$ cat config.mk
export PLATFORM = sky130hd
export DESIGN_NAME = snitch_icache_refill_arb
export DESIGN_NICKNAME = d
export VERILOG_FILES = /design/src/rtl/snitch_icache_refill_arb.sv
export SDC_FILE = /design/constraint.sdc
export NUM_CORES = 1
export LEC_CHECK = 0
export ABC_CLOCK_PERIOD_IN_PS = 3700
export CAP_MARGIN = 10
export CORE_AREA = 3 3 193 195
export CTS_CLUSTER_DIAMETER = 100
export DETAILED_ROUTE_END_ITERATION = 8
export DIE_AREA = 0 0 196 198
export GPL_TIMING_DRIVEN = 1
export PLACE_DENSITY_LB_ADDON = 0.2
export SETUP_SLACK_MARGIN = 0.4
export SYNTH_ARGS = -nofsm -noshare
export SYNTH_HDL_FRONTEND = slang
export SYNTH_SLANG_ARGS = --single-unit
$ cat constraint.sdc
create_clock -name clk_i -period 3.7 [get_ports clk_i]
set_input_delay 0.74 -clock clk_i [delete_from_list [all_inputs] [get_ports clk_i]]
set_output_delay 0.74 -clock clk_i [all_outputs]
set_load 0.02 [all_outputs]
$ cat src/rtl/snitch_icache_refill_arb.sv
// Refill arbiter between the per-core L0 instruction caches and the shared L1 lookup.
// Requests are granted round-robin, one outstanding refill per port; responses are
// fanned out to every pending port whose id bit is set (merged lines).
module snitch_icache_refill_arb #(
  parameter int unsigned NR_FETCH_PORTS = 2,
  parameter int unsigned FETCH_AW       = 32,
  parameter int unsigned LINE_WIDTH     = 128,
  localparam int unsigned ID_WIDTH      = NR_FETCH_PORTS
) (
  input  logic                                     clk_i,
  input  logic                                     rst_ni,
  // Per-port refill request
  input  logic [NR_FETCH_PORTS-1:0][FETCH_AW-1:0]  in_req_addr_i,
  input  logic [NR_FETCH_PORTS-1:0]                in_req_valid_i,
  output logic [NR_FETCH_PORTS-1:0]                in_req_ready_o,
  // Per-port refill response
  output logic [NR_FETCH_PORTS-1:0][LINE_WIDTH-1:0] in_rsp_data_o,
  output logic [NR_FETCH_PORTS-1:0]                in_rsp_error_o,
  output logic [NR_FETCH_PORTS-1:0]                in_rsp_valid_o,
  input  logic [NR_FETCH_PORTS-1:0]                in_rsp_ready_i,
  // Shared L1 lookup request
  output logic [FETCH_AW-1:0]                      out_req_addr_o,
  output logic [ID_WIDTH-1:0]                      out_req_id_o,
  output logic                                     out_req_valid_o,
  input  logic                                     out_req_ready_i,
  // Shared L1 response
  input  logic [LINE_WIDTH-1:0]                    out_rsp_data_i,
  input  logic                                     out_rsp_error_i,
  input  logic [ID_WIDTH-1:0]                      out_rsp_id_i,
  input  logic                                     out_rsp_valid_i,
  output logic                                     out_rsp_ready_o,
  // Port requesting but not granted this cycle
  output logic [NR_FETCH_PORTS-1:0]                stall_o
);

  localparam int unsigned IdxW = (NR_FETCH_PORTS > 1) ? $clog2(NR_FETCH_PORTS) : 1;
  localparam logic [IdxW-1:0] LastIdx = IdxW'(NR_FETCH_PORTS - 1);

  logic [NR_FETCH_PORTS-1:0] pending_q, pending_d;
  logic [NR_FETCH_PORTS-1:0] served_q, served_d;
  logic [IdxW-1:0]           ptr_q, ptr_d;
  logic                      lock_q, lock_d;
  logic [IdxW-1:0]           lock_idx_q, lock_idx_d;
  logic [FETCH_AW-1:0]       lock_addr_q, lock_addr_d;

  logic [NR_FETCH_PORTS-1:0] eligible;
  logic                      rr_found;
  logic [IdxW-1:0]           rr_idx;
  int unsigned               rr_cand;
  logic                      grant_valid;
  logic [IdxW-1:0]           grant_idx;
  logic [FETCH_AW-1:0]       grant_addr;
  logic [ID_WIDTH-1:0]       grant_onehot;
  logic                      req_hs;
  logic [NR_FETCH_PORTS-1:0] req_hs_vec;

  logic [NR_FETCH_PORTS-1:0] targeted;
  logic [NR_FETCH_PORTS-1:0] rsp_valid;
  logic [NR_FETCH_PORTS-1:0] rsp_hs;
  logic                      rsp_done;

  assign eligible = in_req_valid_i & ~pending_q;

  // Round-robin search from the priority pointer upward, wrapping at the last port.
  always_comb begin
    rr_found = 1'b0;
    rr_idx   = '0;
    rr_cand  = 0;
    for (int unsigned k = 0; k < NR_FETCH_PORTS; k++) begin
      rr_cand = 32'(ptr_q) + k;
      if (rr_cand >= NR_FETCH_PORTS) rr_cand = rr_cand - NR_FETCH_PORTS;
      if (!rr_found && eligible[rr_cand]) begin
        rr_found = 1'b1;
        rr_idx   = IdxW'(rr_cand);
      end
    end
  end

  // A stalled request keeps its port and address until the L1 accepts it.
  always_comb begin
    grant_valid  = lock_q | rr_found;
    grant_idx    = lock_q ? lock_idx_q : rr_idx;
    grant_addr   = lock_q ? lock_addr_q : in_req_addr_i[rr_idx];
    grant_onehot = '0;
    if (grant_valid) grant_onehot[grant_idx] = 1'b1;
    req_hs     = grant_valid & out_req_ready_i;
    req_hs_vec = req_hs ? grant_onehot : '0;
  end

  // Response fan-out: only pending ports are targeted; already-served ports are masked.
  always_comb begin
    targeted  = out_rsp_id_i & pending_q;
    rsp_valid = {NR_FETCH_PORTS{out_rsp_valid_i}} & targeted & ~served_q;
    rsp_hs    = rsp_valid & in_rsp_ready_i;
    rsp_done  = &(~targeted | served_q | rsp_hs);
  end

  // Next-state for pending, served, pointer and lock.
  always_comb begin
    pending_d   = (pending_q | req_hs_vec) & ~rsp_hs;
    served_d    = rsp_done ? '0 : (served_q | rsp_hs);
    ptr_d       = ptr_q;
    lock_d      = grant_valid & ~out_req_ready_i;
    lock_idx_d  = grant_idx;
    lock_addr_d = grant_addr;
    if (req_hs) ptr_d = (grant_idx == LastIdx) ? '0 : grant_idx + 1'b1;
  end

  // State registers, cleared asynchronously so stale refills are forgotten.
  always_ff @(posedge clk_i or negedge rst_ni) begin
    if (!rst_ni) begin
      pending_q   <= '0;
      served_q    <= '0;
      ptr_q       <= '0;
      lock_q      <= 1'b0;
      lock_idx_q  <= '0;
      lock_addr_q <= '0;
    end else begin
      pending_q   <= pending_d;
      served_q    <= served_d;
      ptr_q       <= ptr_d;
      lock_q      <= lock_d;
      lock_idx_q  <= lock_idx_d;
      lock_addr_q <= lock_addr_d;
    end
  end

  // Outputs are forced quiet while reset is asserted.
  always_comb begin
    out_req_valid_o = rst_ni & grant_valid;
    out_req_addr_o  = (rst_ni && grant_valid) ? grant_addr : '0;
    out_req_id_o    = rst_ni ? grant_onehot : '0;
    in_req_ready_o  = (rst_ni && out_req_ready_i) ? grant_onehot : '0;
    stall_o         = rst_ni ? (in_req_valid_i & (~in_req_ready_o | pending_q)) : '0;
    in_rsp_valid_o  = rst_ni ? rsp_valid : '0;
    out_rsp_ready_o = rst_ni & rsp_done;
    for (int unsigned i = 0; i < NR_FETCH_PORTS; i++) begin
      in_rsp_data_o[i]  = rst_ni ? out_rsp_data_i : '0;
      in_rsp_error_o[i] = rst_ni & out_rsp_error_i;
    end
  end

endmodule

======== After elaboration in Yosys (flattened, before gate mapping) ========
Cells that the tools add are included.
storage, ports and cells
  register bits after elaboration ......... 39
  input port bits ......................... 203
operators by class
  $add $sub $neg .......................... 4
  $lt $le $gt $ge ......................... 7
  muxes and demuxes ....................... 26
  bitwise gates (word level) .............. 24
  reductions and logical operators ........ 6
operators with widths
  cell                                                                number
  two-way mux 32 bit                                                  6
  two-way mux 128 bit                                                 1
  less-than comparator 32 x 2 -> 1 bit (second input constant)        2
  AND 2 bit                                                           7
  two-way mux 2 bit                                                   7
  two-way mux 1 bit                                                   11
  inverter 2 bit                                                      5
  OR 2 bit                                                            5
  AND 1 bit                                                           5
  logical AND 1 bit                                                   4
  less-than comparator 1 x 2 -> 1 bit (second input constant)         2
  subtractor 1 x 2 -> 3 bit (second input constant)                   1
  subtractor 2 x 2 -> 3 bit (second input constant)                   1
  adder 1 x 1 -> 2 bit (second input constant)                        1
  greater-or-equal comparator 1 x 2 -> 1 bit (second input constant)  1
  greater-or-equal comparator 2 bit (second input constant)           1
  AND reduction 2 bit                                                 1
  adder 1 bit (second input constant)                                 1
  demux 1 bit (select 1 bit)                                          1
  greater-or-equal comparator 1 bit (second input constant)           1
  logical NOT 1 bit                                                   1
  inverter 1 bit                                                      1
  OR 1 bit                                                            1

======== Logic depth before layout (Yosys ltp) ========
  depth in word-level cells ............... 19
  depth in mapped cells ................... 5
  mapped depth without buffers ............ 4

======== Least setup slack after synthesis ========
Ideal clock, no wire load.
  path kind ............................... input to output
  start ................................... input in_req_valid_i[0]
  end ..................................... output in_req_ready_o[0]
  arrival time ............................ 1.923 ns
  required time ........................... 2.960 ns
  setup slack ............................. 1.037 ns
  cell stages on the path ................. 5
  cell sequence ........................... or3b_1 -> buf_2 -> a21boi_4 -> inv_2 -> nor3_1
on the way
  longest elaborated chain between the ends .. 14
ends and longest elaborated chain
  element                                                                                                         line  text
  start, declared                                                                                                 14    input logic [NR_FETCH_PORTS-1:0] in_req_valid_i,
  AND 2 bit (*)                                                                                                   62    assign eligible = in_req_valid_i & ~pending_q;
  two-way mux 1 bit (not written as such) (2 in series)                                                           72    if (!rr_found && eligible[rr_cand]) begin
  two-way mux 1 bit                                                                                               72
  logical NOT 1 bit                                                                                               72
  logical AND 1 bit                                                                                               72
  two-way mux 1 bit (*)                                                                                           72
  two-way mux 1 bit (*)                                                                                           82    grant_idx = lock_q ? lock_idx_q : rr_idx;
  named net grant_idx                                                                                             51    logic [IdxW-1:0] grant_idx;
  less-than comparator 1 x 2 -> 1 bit (not written as such) or greater-or-equal comparator 1 bit (tied branches)  85    if (grant_valid) grant_onehot[grant_idx] = 1'b1;
  logical AND 1 bit (not written as such)                                                                         85
  two-way mux 1 bit (not written as such)                                                                         85
  demux 1 bit (select 1 bit) (*)                                                                                  85
  two-way mux 2 bit (*)                                                                                           85
  two-way mux 2 bit (*)                                                                                           133   in_req_ready_o = (rst_ni && out_req_ready_i) ? grant_onehot : '0;
  end, declared                                                                                                   15    output logic [NR_FETCH_PORTS-1:0] in_req_ready_o,
The timed path passes the listed nets; every way through them passes the cells marked *. The select of a mux whose other input is x is not followed.

======== Worst setup path after layout ========
  start ................................... input in_req_valid_i[0]
  end ..................................... output out_req_addr_o[20]
on the way
  longest elaborated chain between the ends .. 11
ends and longest elaborated chain
  element                                                 line  text
  AND 2 bit (*)                                           62
  two-way mux 1 bit (not written as such) (2 in series)   72
  two-way mux 1 bit                                       72
  logical NOT 1 bit                                       72
  logical AND 1 bit                                       72
  two-way mux 1 bit                                       72
  two-way mux 32 bit (not written as such) (2 in series)  83    grant_addr = lock_q ? lock_addr_q : in_req_addr_i[rr_idx];
  two-way mux 32 bit                                      83
  two-way mux 32 bit (*)                                  131   out_req_addr_o = (rst_ni && grant_valid) ? grant_addr : '0;
  end, declared                                           22    output logic [FETCH_AW-1:0] out_req_addr_o,
Every way passes the cells marked *; elsewhere a longest branch is shown, timed or not. The select of a mux whose other input is x is not followed.

==> flow_metrics.py <==
metrics = {
    "hold_path": {
        "min-delay-path-class": "primary input to asynchronous set/reset pin",
    },
    "finish": {
        "layout.cells.most_common": "clkdlybuf4s50_1",
        "fillCellCount": 3899,
        "instances_no_fill": 1337,
        "seq_area_um2": 976,
        "layout_common_cells": "clkdlybuf4s50_1 (460), and2_1 (129), dfrtp_1 (39)",
        "synthToLayoutAreaGrowth_pct": 125,
        "multiInputGateArea_mm2": 0.00200,
        "final_layout_size_suffix_gt1_frac": 0.0802,
        "fin_nets": 1075,
    },
    "clock_tree": {
        "postCtsHoldBufs": 0,
        "clockBufferDepth": 2,
        "cts-buffers-inserted": 5,
        "htree_num_levels": 2,
        "clock_sinks": 39,
        "root_buffer": "clkbuf_16",
        "clk_pin_slew_worst_paths_ns": 0.06,
        "clock_insertion_delay_at_the_later_pin_of_the_skew_report_ns": 0.29,
        "cts_tree": "done",
    },
    "worst_setup_path": {
        "critical_path.startpoint_type": "primary input",
        "crit_slowest_cell": "clkdlybuf4s50_1",
        "sort_of_element_at_the_end_of_the_critical_path": "primary output",
        "critical_path.cell_chain": "clkdlybuf4s50_1 -> or3b_4 -> buf_4 -> a32oi_1 -> a21oi_1 -> dlygate4sd2_1",
        "critical-path-max-stage-delay_ns": 0.47,
        "crit_fanout": 12,
        "required_ns": 2.96,
        "path_class": "primary input to primary output",
        "reg2reg_from": "lock_q",
        "crit_arrival_ns": 2.52,
        "reg2reg_depth": 4,
        "setup.worst_path.start": "in_req_valid_i[0]",
    },
    "synthesis": {
        "syn_inst": 506,
        "yosys_register_bits": 39,
        "syn_avg_cell_area_um2": 7.88,
        "synthesis.area_mm2": 0.00399,
        "synth-warning-count": 0,
        "synth.yosys.seq_area_share": 0.245,
        "syn-num-nets": 709,
        "synth_unique_cells": 29,
    },
    "timing": {
        "final_worst_path_period_need_ns": 3.26,
        "max_clock_freq_ghz": 0.307,
        "rsz0062_at_grt": "yes",
        "timing.final.setup_violations": 0,
        "finalHoldViolations": 0,
        "finClkSkew_ns": 0.00878,
        "timing.final.crit_share": 0.882,
        "worst_pin_slew_ns": 0.425,
        "finalMaxSlewViolations": 0,
        "maxSlewHeadroom": 0.717,
        "final_sum_of_negative_setup_slack_ns": 0,
        "fin_ws_ns": 0.438,
    },
    "grt": {
        "gr-total-overflow": 0,
        "grt_util_all_layers": 0.129,
        "number_of_global_route_vias_before_repair": 4894,
        "largest_net_degree_at_the_start_of_global_routing": 67,
        "antenna_found_initial": 7,
        "wire_length_of_the_first_global_routing_pass_um": 36500,
    },
    "floorplanning": {
        "rows": 69,
        "design.die.area_mm2": 0.0388,
        "dieWidth_um": 196,
        "ios": 503,
        "core_mm2": 0.0356,
        "die_h_um": 198,
        "initial_cell_density_of_the_core": 0.112,
    },
    "flow_run": {
        "maxCapViolCount": 0,
    },
    "detailed_routing": {
        "wire_per_inst_um": 20.2,
        "detail_route.vias_per_cell": 3.60,
        "detail_route.wirelength_um": 27000,
        "routed-via-count": 4807,
        "router_iterations_before_antenna_repair": 4,
        "antenna_violating_nets_post_route": 0,
        "remaining_drc_errors": 0,
        "detailedRoute.firstIterationViolations": 129,
    },
    "placement": {
        "place_worst_setup_slack_ns": 0.103,
        "globalplace.congestion": 0.812,
        "buffer_ports.inserted": 502,
        "place.detailed.hpwl_um": 23600,
        "placed_cells_incl_taps": 1326,
    },
    "power_and_ir_drop": {
        "worst_ir_drop_vdd_uv": 174,
        "static_leakage_nw": 3.46,
        "cellPowerDensity_mw_per_mm2": 338,
    },
    "outcome": {
        "status": "finished, final reports clean",
    },
}
==> power breakdown <==
part,switching (mW),internal [mW],total (mW)
combinational,1.00,0.861,1.86
clock,0.184,0.287,0.471
sequential,0.0991,0.598,0.697
==> what timing repair did <==
item,4_1_cts,5_1_grt
setup buffers,0,0
resized for setup,48,39
endpoints found under the hold margin,0,0
endpoints found under the setup margin,38,33
==> final timing paths <==
kind | slack (ns) | end
worst max-delay path | 0.44 | out_req_addr_o[20]
worst min-delay path | 0.38 | lock_q
worst max register to register | 1.99 | ptr_q
worst min register to register | 0.48 | lock_addr_q[4]
max in group asynchronous | 2.52 | lock_addr_q[11]
min in group clk_i | 0.48 | lock_addr_q[4]
==> worst max-delay path: cells and delay by family <==
family / cells / cell delay (ns)
and+or+nand+nor: 1 / 0.42
buffers and inverters: 3 / 1.01
AOI/OAI and AO/OA: 2 / 0.35
==> metrics by stage <==
stage | hold WS (ns) | total power, mW | cell area (um^2) | util
floorplan | 0.444 | 1.65 | 3990 | -
global placement | 0.466 | 2.61 | 8740 | 0.246
detailed placement | 0.466 | 2.59 | 8740 | 0.246
CTS | 0.387 | 3.05 | 8910 | 0.251
global route | 0.394 | 3.23 | 8970 | 0.252
finish | 0.381 | 3.03 | 8970 | 0.252
==> cells by family after synthesis <==
family | share of synthesized area
multiplexers | 0.00283
AND/OR/NAND/NOR | 0.268
flip-flops | 0.245
buffers and inverters | 0.287
AO/OA/AOI/OAI | 0.197
==> synth_stat cells <==
library cell    n  area [um^2]
and2_1        129          807
buf_4         129          968
dfrtp_1        39          976
nand2_1        36          135
a21oi_1        32          160
a32oi_1        32          280
o211ai_1       32          240
clkbuf_1       27          101
buf_2          11         55.1
nor2_1          7         26.3
inv_1           3         11.3
nor3_1          3         15.0
o21ai_0         3         15.0
a41oi_1         2         17.5
inv_2           2         7.51
nand2b_1        2         12.5
nand3b_1        2         15.0
nor2b_1         2         12.5
o311a_1         2         20.0
o31ai_1         2         15.0
a21boi_4        1         18.8
a21o_1          1         7.51
and3_1          1         6.26
mux2_2          1         11.3
nand4b_1        1         8.76
nor3b_1         1         7.51
nor3b_2         1         12.5
o31ai_2         1         12.5
or3b_1          1         8.76
==> cell type report <==
cell class / count / share of cell area
well taps: 461 / 0.0643
diodes: 3 / 0.000837
inverters: 5 / 0.00209
flip-flops and latches: 39 / 0.109
clock inverters: 1 / 0.000837
clock buffers: 7 / 0.0170
repair buffers: 526 / 0.583
multi-input cells: 295 / 0.223
==> sequential cells by signal, summed over array words and instances (netlist names) <==
register,count
lock_addr_q,32
lock_idx_q,1
lock_q,1
pending_q,2
ptr_q,1
served_q,2
==> metal layers <==
metal | routed length [um] | vias up | track usage | share of wire
met1 | 10000 | 2214 | 0.145 | 0.37
met4 | 538 | 2 | 0.0304 | 0.020
li1 | - | 2329 | - | -
met5 | 13 | - | 0 | 0.00048
met3 | 1970 | 24 | 0.0354 | 0.073
met2 | 14400 | 238 | 0.241 | 0.53
Note: power is estimated with default switching activity, not from simulation.
